[config.mk]
export PLATFORM = sky130hd
export DESIGN_NAME = router_b_seq
export DESIGN_NICKNAME = d
export VERILOG_FILES = /design/src/rtl/router_b_seq.sv
export SDC_FILE = /design/constraint.sdc
export NUM_CORES = 1
export LEC_CHECK = 0
export CAP_MARGIN = 20
export CORE_MARGIN = 10
export CORE_UTILIZATION = 55
export CTS_BUF_LIST = sky130_fd_sc_hd__clkbuf_4
export DETAILED_ROUTE_END_ITERATION = 12
export PLACE_DENSITY = 0.74
export SYNTH_ARGS = -nofsm -noshare
export SYNTH_HDL_FRONTEND = slang
export SYNTH_SLANG_ARGS = --single-unit
[constraint.sdc]
create_clock -name clk -period 4.1 [get_ports clk]
set_clock_uncertainty 0.15 [all_clocks]
set_input_delay 0.82 -clock clk [delete_from_list [all_inputs] [get_ports clk]]
set_output_delay 0.82 -clock clk [all_outputs]
set_load 0.02 [all_outputs]
[src/rtl/router_b_seq.sv]
// rtl/router_b_seq.sv - route-word micro-sequencer for router_b
// Issues programmed route words one per handshake until a last-marked word or the end of memory.
module router_b_seq #(
  parameter int DEPTH = 16,
  parameter int AW    = 4
) (
  input  logic          clk,
  input  logic          rst,
  input  logic          start,
  input  logic          abort,
  input  logic          prog_we,
  input  logic [AW-1:0] prog_addr,
  input  logic [8:0]    prog_data,
  input  logic          op_ready,
  output logic [1:0]    sel_R,
  output logic [1:0]    sel_S,
  output logic          inv_R,
  output logic          inv_S,
  output logic [1:0]    sel_I,
  output logic          op_valid,
  output logic          busy,
  output logic          done,
  output logic [AW-1:0] pc
);

  localparam logic [1:0] S_IDLE  = 2'd0;
  localparam logic [1:0] S_ISSUE = 2'd1;
  localparam logic [1:0] S_DONE  = 2'd2;

  localparam logic [AW-1:0] PC_ZERO = '0;
  localparam logic [AW-1:0] PC_MAX  = AW'(DEPTH - 1);

  logic [1:0]    state;
  logic          last_q;
  logic [8:0]    mem [DEPTH];
  logic [AW-1:0] pc_next;
  logic          handshake;

  assign pc_next   = pc + 1'b1;
  assign handshake = op_valid & op_ready;

  // Program memory has no reset so a program survives rst/abort.
  always_ff @(posedge clk) begin
    if (state == S_IDLE && prog_we) begin
      mem[prog_addr] <= prog_data;
    end
  end

  always_ff @(posedge clk) begin
    if (rst || abort) begin
      state    <= S_IDLE;
      {last_q, sel_I, inv_S, inv_R, sel_S, sel_R} <= '0;
      op_valid <= 1'b0;
      busy     <= 1'b0;
      done     <= 1'b0;
      pc       <= '0;
    end else begin
      case (state)
        S_IDLE: begin
          done <= 1'b0;
          if (start) begin
            // Reads pre-write contents of word 0 if it is written this same cycle.
            state    <= S_ISSUE;
            pc       <= '0;
            {last_q, sel_I, inv_S, inv_R, sel_S, sel_R} <= mem[PC_ZERO];
            op_valid <= 1'b1;
            busy     <= 1'b1;
          end
        end
        S_ISSUE: begin
          if (handshake) begin
            if (last_q || pc == PC_MAX) begin
              state    <= S_DONE;
              {last_q, sel_I, inv_S, inv_R, sel_S, sel_R} <= '0;
              op_valid <= 1'b0;
              done     <= 1'b1;
            end else begin
              pc <= pc_next;
              {last_q, sel_I, inv_S, inv_R, sel_S, sel_R} <= mem[pc_next];
            end
          end
        end
        S_DONE: begin
          state <= S_IDLE;
          done  <= 1'b0;
          busy  <= 1'b0;
        end
        default: begin
          state <= S_IDLE;
        end
      endcase
    end
  end

endmodule

Yosys cells after proc, flatten, opt, wreduce, memory -nomap -nowiden
Memory sizes are Yosys's and may differ from the RTL's.
Cells that the tools add are included.
{"block": "totals", "ff_bits": 18, "mem_bits_rw": 144, "input_bits": 19, "out_inout_bits": 15, "word_cells": 77, "mem_count": 1}
{"memory": "mem", "words": 16, "width": 9, "read_ports": 2, "rd_clocked_by_memory_dff": 0, "wr": 1, "line_no": "35", "rtl": "logic [8:0] mem [DEPTH];"}
{"block": "classes", "add_sub_neg": 1, "n_eq_ne": 7, "muxes": 42, "n_bitwise": 1, "reduce_logical": 14}
{"op": "$mux W2", "count": 12}
{"op": "$mux W1", "count": 16}
{"op": "$pmux W2 S2", "count": 4}
{"op": "$mux W4", "count": 3}
{"op": "$pmux W1 S2", "count": 6}
{"op": "$reduce_and A3 Y1", "count": 3}
{"op": "$ne A2 B2 Y1 const B", "count": 4}
{"op": "$pmux W4 S2", "count": 1}
{"op": "$reduce_and A4 Y1", "count": 2}
{"op": "$reduce_bool A2 Y1", "count": 3}
{"op": "$add A4 B1 Y4 const B", "count": 1}
{"op": "$eq A4 B4 Y1 const B", "count": 1}
{"op": "$eq A2 B1 Y1 const B", "count": 1}
{"op": "$eq A2 B2 Y1 const B", "count": 1}
{"op": "$logic_not A2 Y1", "count": 1}
{"op": "$logic_or A1 B1 Y1", "count": 2}
{"op": "$reduce_and A2 Y1", "count": 1}
{"op": "$reduce_or A2 Y1", "count": 1}
{"op": "$and A1 B1 Y1", "count": 1}
{"op": "$logic_and A1 B1 Y1", "count": 1}

Logic depth before layout (Yosys ltp)
Gate-level depths: netlist of run 1.
{"block": "depth", "word_depth": 5, "mapped_depth": 8, "ltp_nobuf": 5}

Worst setup path before layout of run 1
OpenSTA, ideal clock, no wires.
{"block": "synth_timing", "kind": "in2reg", "startpoint": "input prog_we", "endpoint": "memory mem[0][0], enable pin", "setup_ns": 0.387, "arrival_time_ns": 2.317, "required_time_ns": 3.563, "path_slack_ns": 1.246, "path_stages": 3, "path_buffers": 0, "cell_sequence": "or3b_2 > or3_1 > nor3_1"}
{"block": "synth_via", "elab_chain_len": 3}
{"element": "start, declared", "line_no": "11", "rtl": "input logic prog_we,"}
{"element": "$logic_and A1 B1 Y1", "line_no": "44", "rtl": "if (state == S_IDLE && prog_we) begin"}
{"element": "$mux W1", "line_no": "44"}
{"element": "$mux W1 (not written as such)", "line_no": "45", "rtl": "mem[prog_addr] <= prog_data;"}
{"element": "end, declared", "line_no": "35"}
No other way between the ends.

Worst setup path in the final report of run 1
{"block": "layout_timing", "startpoint": "register pc[0]", "endpoint": "output pc[0]"}
{"element": "start, declared", "line_no": "23", "rtl": "output logic [AW-1:0] pc"}
{"element": "start signal, assigned", "line_no": "78", "rtl": "pc <= pc_next;"}
No word-level cell between the ends.

==> results of run 1 <==
-- report_power, final --
group,internal [mW],switching [mW]
clock,0.426,0.501
combinational,0.0491,0.0764
sequential,1.82,0.00989
total,2.29,0.587
-- flip-flops by register name (all words and copies together), names as in the netlist, 2 cells and up --
| register | cells |
|---|---|
| mem | 144 |
| pc | 4 |
| sel_I | 2 |
| sel_R | 2 |
| sel_S | 2 |
| state | 2 |
-- critical path: stages (launching register included) --
cell	delay [ns]
dfxtp_2	0.35
buf_4	0.46
clkdlybuf4s50_1	0.72
-- cell type report --
type	count	area (sq um)	share of cell area
clock inverters	12	140	0.0190
clock buffers	19	143	0.0193
flip-flops and latches	162	4690	0.634
repair buffers	43	418	0.0566
well taps	147	184	0.0249
multi-input cells	179	1810	0.245
inverters	2	7.51	0.00102
-- kinds of logic after synthesis --
logic type,Yosys count,synth area share
compound gates,35,0.0348
xor+xnor,2,0.00662
fa+ha+maj,1,0.00189
buf+inv,17,0.0193
flops,162,0.708
mux,82,0.183
simple gates,59,0.0469
-- layer usage --
metal  GRT usage  vias to the layer above
li1            -                     1553
met1       0.212                     1774
met2       0.267                      140
met3      0.0373                       12
met4      0.0582                        0
met5           0                        -
-- metrics by stage --
step | setup slack, ns | total power, mW | cells | hold slack [ns]
after CTS | 0.960 | 2.90 | 564 | 0.378
after global routing | 0.853 | 2.99 | 564 | 0.427
after floorplan | 1.25 | 1.92 | 358 | 0.346
after detailed placement | 0.726 | 1.99 | 533 | 0.363
after global placement | 0.817 | 1.98 | 533 | 0.349
final | 1.07 | 2.88 | 564 | 0.375
-- cells in the mapped netlist (3+ instances only) --
cell type    n  area [sq um]
buf_2        4          20.0
a21oi_1     12          60.1
nand2_1      4          15.0
mux4_2      20           450
nand2b_1     3          18.8
clkbuf_1     5          18.8
o21ai_0      8          40.0
mux2_2       8          90.1
o22ai_1      4          25.0
nor3b_1      8          60.1
nor2_1      21          78.8
o22ai_2      4          50.1
edfxtp_1   144          4320
nand3_1      3          15.0
mux2i_1     46           460
mux4_1       8           210
nor3_1       8          40.0
dfxtp_1     18           360
-- path summary, 6_finish.rpt --
check                            from        to  slack [ns]  cells past startpoint
worst min register to register   busy      busy        0.38                      2
worst max register to register  pc[1]  sel_S[0]        1.31                      6
worst max-delay path            pc[0]     pc[0]        1.07                      2
worst min-delay path             busy      busy        0.38                      2
==> results.txt, run 1 <==
RSZ-0062 raised after global routing = false
RD Place Congestion = 0.821
DRT iter0 DRCs = 318
Share of cells above drive strength 1 = 0.192
HP Class = register to register
DR WL/cell = 23.1 microns
Cells after Synth = 358
Fillers = 871
Syn_nets = 378
Via count = 3479
Worst-Margin Slew = 1.00 ns
Final period utilization = 0.740
Sequential share of the synthesized area = 0.708
P&R area growth vs syn = 11.6%
Yosys cell types = 42
Placed Area = 0.00711 sq mm
Nets@finish = 425
Rows = 40
Prevailing post-synth register cell = edfxtp_1
Worst setup EP type = primary output
CP Max Fanout = 32
Met3 WL post-DR = 885 microns
CTS Sinks = 162
Post-Syn Area = 0.00662 sq mm
Cts bufs inserted = 17
Met2 wire len = 6.55 mm
Drt first pass iters = 5
CTS max path bufs = 2
Pwr per Cell Area = 390 mW/mm^2
Post-synthesis async set-or-reset flop share = 0
Vias in the first global route = 3629
Syn Area/Cell = 18.5 sq um
Critical path required time = 3.13 ns
Core area = 0.0119 sq mm
Warnings from Yosys = 0
Final setup fails = 0
Max Used Layer = met4
Post-CTS Repair Setup Buffers = 0
CTS tree = yes
Port bufs = 33
Pin count of the biggest net entering global routing = 33
# hold bufs at CTS = 0
Yosys reg bits = 162
Arrival time at the worst endpoint = 2.06 ns
P_leak = 2.23 nW
Crit Path Class = register to primary output
Rel. slew slack = 0.328
Metal-1 WL = 5.48 mm
I/O pin count = 34
Worst-Skew Late Latency = 0.54 ns
GRT Total Usage = 0.164
Max-slew violation count = 0
Design area = 0.00739 sq mm
# diodes = 0
Initial core utilization = 0.556
DRT antenna net count = 0
Die extent in x = 130 microns
Root Buffer = clkbuf_4
VDD IR max = 0.261 mV
Worst setup SP type = register
DP Wirelength = 8.68 mm
Commonest non-fill, non-tap cell in the layout = edfxtp_1
Commonest cells after routing, fill and taps aside = edfxtp_1 (144), mux2i_1 (46), clkdlybuf4s50_1 (33)
CTS resizes = 0
Die Ht = 130 microns
Outcome = completed
Die area = 0.0168 sq mm
Routed vias/inst = 6.17
Drt total wl = 13.0 mm
Post-synth EDFFs = 144
Crit path time final = 3.03 ns
Max-cap viol count = 0
CTS H-tree lvls = 4
GRT overflow = 0
Initial antenna violation count = 0
Post-route DRC = 0
First-pass GRT wire length = 20.4 mm
Core Util, Final = 0.620
Worst-path clk slew = 0.12 ns
TNS Setup = 0 ns
Hold Fails Final Rpt = 0
Fmax = 330 MHz
Power figures use the tool's default switching activity.
==> run 2: changes to the inputs <==
==> constraint.sdc (replaced) <==
create_clock -name clk -period 3 [get_ports clk]
set_clock_uncertainty 0.15 [all_clocks]
set_input_delay 0.6 -clock clk [delete_from_list [all_inputs] [get_ports clk]]
set_output_delay 0.6 -clock clk [all_outputs]
set_load 0.02 [all_outputs]
==> results.txt, run 2 (synthesis gave the netlist of run 1 again) <==
Fmax = 356 MHz
CTS resizes = 0
TNS Setup = 0 ns
Share of cells above drive strength 1 = 0.220
Crit Path Class = register to primary output
Drt first pass iters = 5
CTS Sinks = 162
CTS max path bufs = 2
Commonest cells after routing, fill and taps aside = edfxtp_1 (144), mux2i_1 (46), clkdlybuf4s50_1 (33)
Max-cap viol count = 0
Worst Reg2Reg Path Length in Cells = 6
Worst setup EP type = primary output
DRT antenna net count = 0
Final setup slack of the worst path = 0.194 ns
DRT iter0 DRCs = 303
Top flop regs = mem x144, pc x4
Worst path slowest cell = clkdlybuf4s50_1
Post-CTS Repair Setup Buffers = 0
GRT Total Usage = 0.156
I/O pin count = 34
CTS tree = yes
Via count = 3412
Worst-path clk slew = 0.13 ns
R2r setup slk = 0.46 ns
Hold Fails Final Rpt = 0
Max-slew violation count = 0
Critical Path Max Stage Delay = 0.72 ns
First-pass GRT wire length = 19.5 mm
Core Util, Final = 0.639
Routed vias/inst = 5.90
Vias in the first global route = 3510
Largest register FFs = 144
Worst Hold Endpoint = busy
RD Place Congestion = 0.836
CTS H-tree lvls = 4
Post-route DRC = 0
Register name with the most flops = mem
Cts bufs inserted = 17
DR WL/cell = 21.3 microns
Drt total wl = 12.3 mm
Worst-Margin Slew = 0.617 ns
P_leak = 2.35 nW
Pwr Total = 4.30 mW
Root Buffer = clkbuf_4
Nets@finish = 439
Hold Path Origin = busy
# hold bufs at CTS = 0
CP Max Fanout = 32
Post-Place Worst Slack = 0.194 ns
Commonest non-fill, non-tap cell in the layout = edfxtp_1
HP Class = register to register
Initial core utilization = 0.556
Crit path buffers/inverters = 2
Pwr per Cell Area = 564 mW/mm^2
Die Ht = 130 microns
Critical path required time = 2.25 ns
RR Startpoint = pc[1]
Die area = 0.0168 sq mm
P&R area growth vs syn = 15.0%
RSZ-0062 raised after global routing = false
Final setup fails = 0
Final period utilization = 0.935
Rows = 40
DP Wirelength = 8.23 mm
Crit path time final = 2.81 ns
# diodes = 0
Initial antenna violation count = 0
Worst-Skew Late Latency = 0.53 ns
Die extent in x = 130 microns
Worst hold path depth = 2
VDD IR max = 0.343 mV
Outcome = completed
Critical R2R Capture = sel_S[1]
Core area = 0.0119 sq mm
Port bufs = 33
Cell family with most CP delay = buffers and inverters
Worst setup SP type = register
Rel. slew slack = 0.588
Pin count of the biggest net entering global routing = 33
GRT overflow = 0
Arrival time at the worst endpoint = 2.06 ns
Cell-by-cell listing of the critical path = buf_4, clkdlybuf4s50_1
-- run 2: worst max-delay path by stage --
stage | startpoint | endpoint | slack, ns | depth (start not counted)
after floorplan | prog_we | mem[0][0] | 0.37 | 3
after global placement | prog_we | mem[0][3] | 0.22 | 5
after detailed placement | prog_we | mem[0][6] | 0.19 | 5
after CTS | pc[0] | pc[0] | 0.09 | 2
after global routing | pc[0] | pc[0] | 0.02 | 2
final | pc[0] | pc[0] | 0.19 | 2
-- run 2: through the flow --
| step | instance area [sq um] | hold slack [ns] | instances |
|---|---|---|---|
| finish | 7610 | 0.374 | 578 |
| global placement | 7220 | 0.353 | 547 |
| floorplan | 6620 | 0.346 | 358 |
| detailed placement | 7220 | 0.367 | 547 |
| CTS | 7610 | 0.383 | 578 |
| global route | 7610 | 0.425 | 578 |
-- run 2: power breakdown --
| group | leakage, nW | internal [mW] | switching, mW | total (mW) |
|---|---|---|---|---|
| registers | 1.45 | 2.48 | 0.0126 | 2.49 |
| logic | 0.698 | 0.0714 | 0.102 | 0.173 |
| clock network | 0.204 | 0.946 | 0.685 | 1.63 |
| total | 2.35 | 3.50 | 0.799 | 4.30 |
-- run 2: layout make-up --
type	instances	area, sq um
flip-flops and latches	162	4690
clock inverters	10	231
well taps	147	184
multi-input cells	179	1810
clock buffers	21	158
inverters	2	7.51
fillers	847	4300
repair buffers	57	536
-- run 2: worst min-delay path: stages, from the launching register on --
cell      delay (ns)
dfxtp_1         0.33
a21oi_1         0.11
a211oi_1        0.05
-- run 2: metal layers --
metal  part of all wire  vias to the layer above  GRT usage
li1                   -                     1577          -
met1               0.44                     1724      0.202
met2               0.50                       95      0.248
met3              0.049                       16     0.0394
met4              0.013                        0     0.0642
met5                  0                        -          0
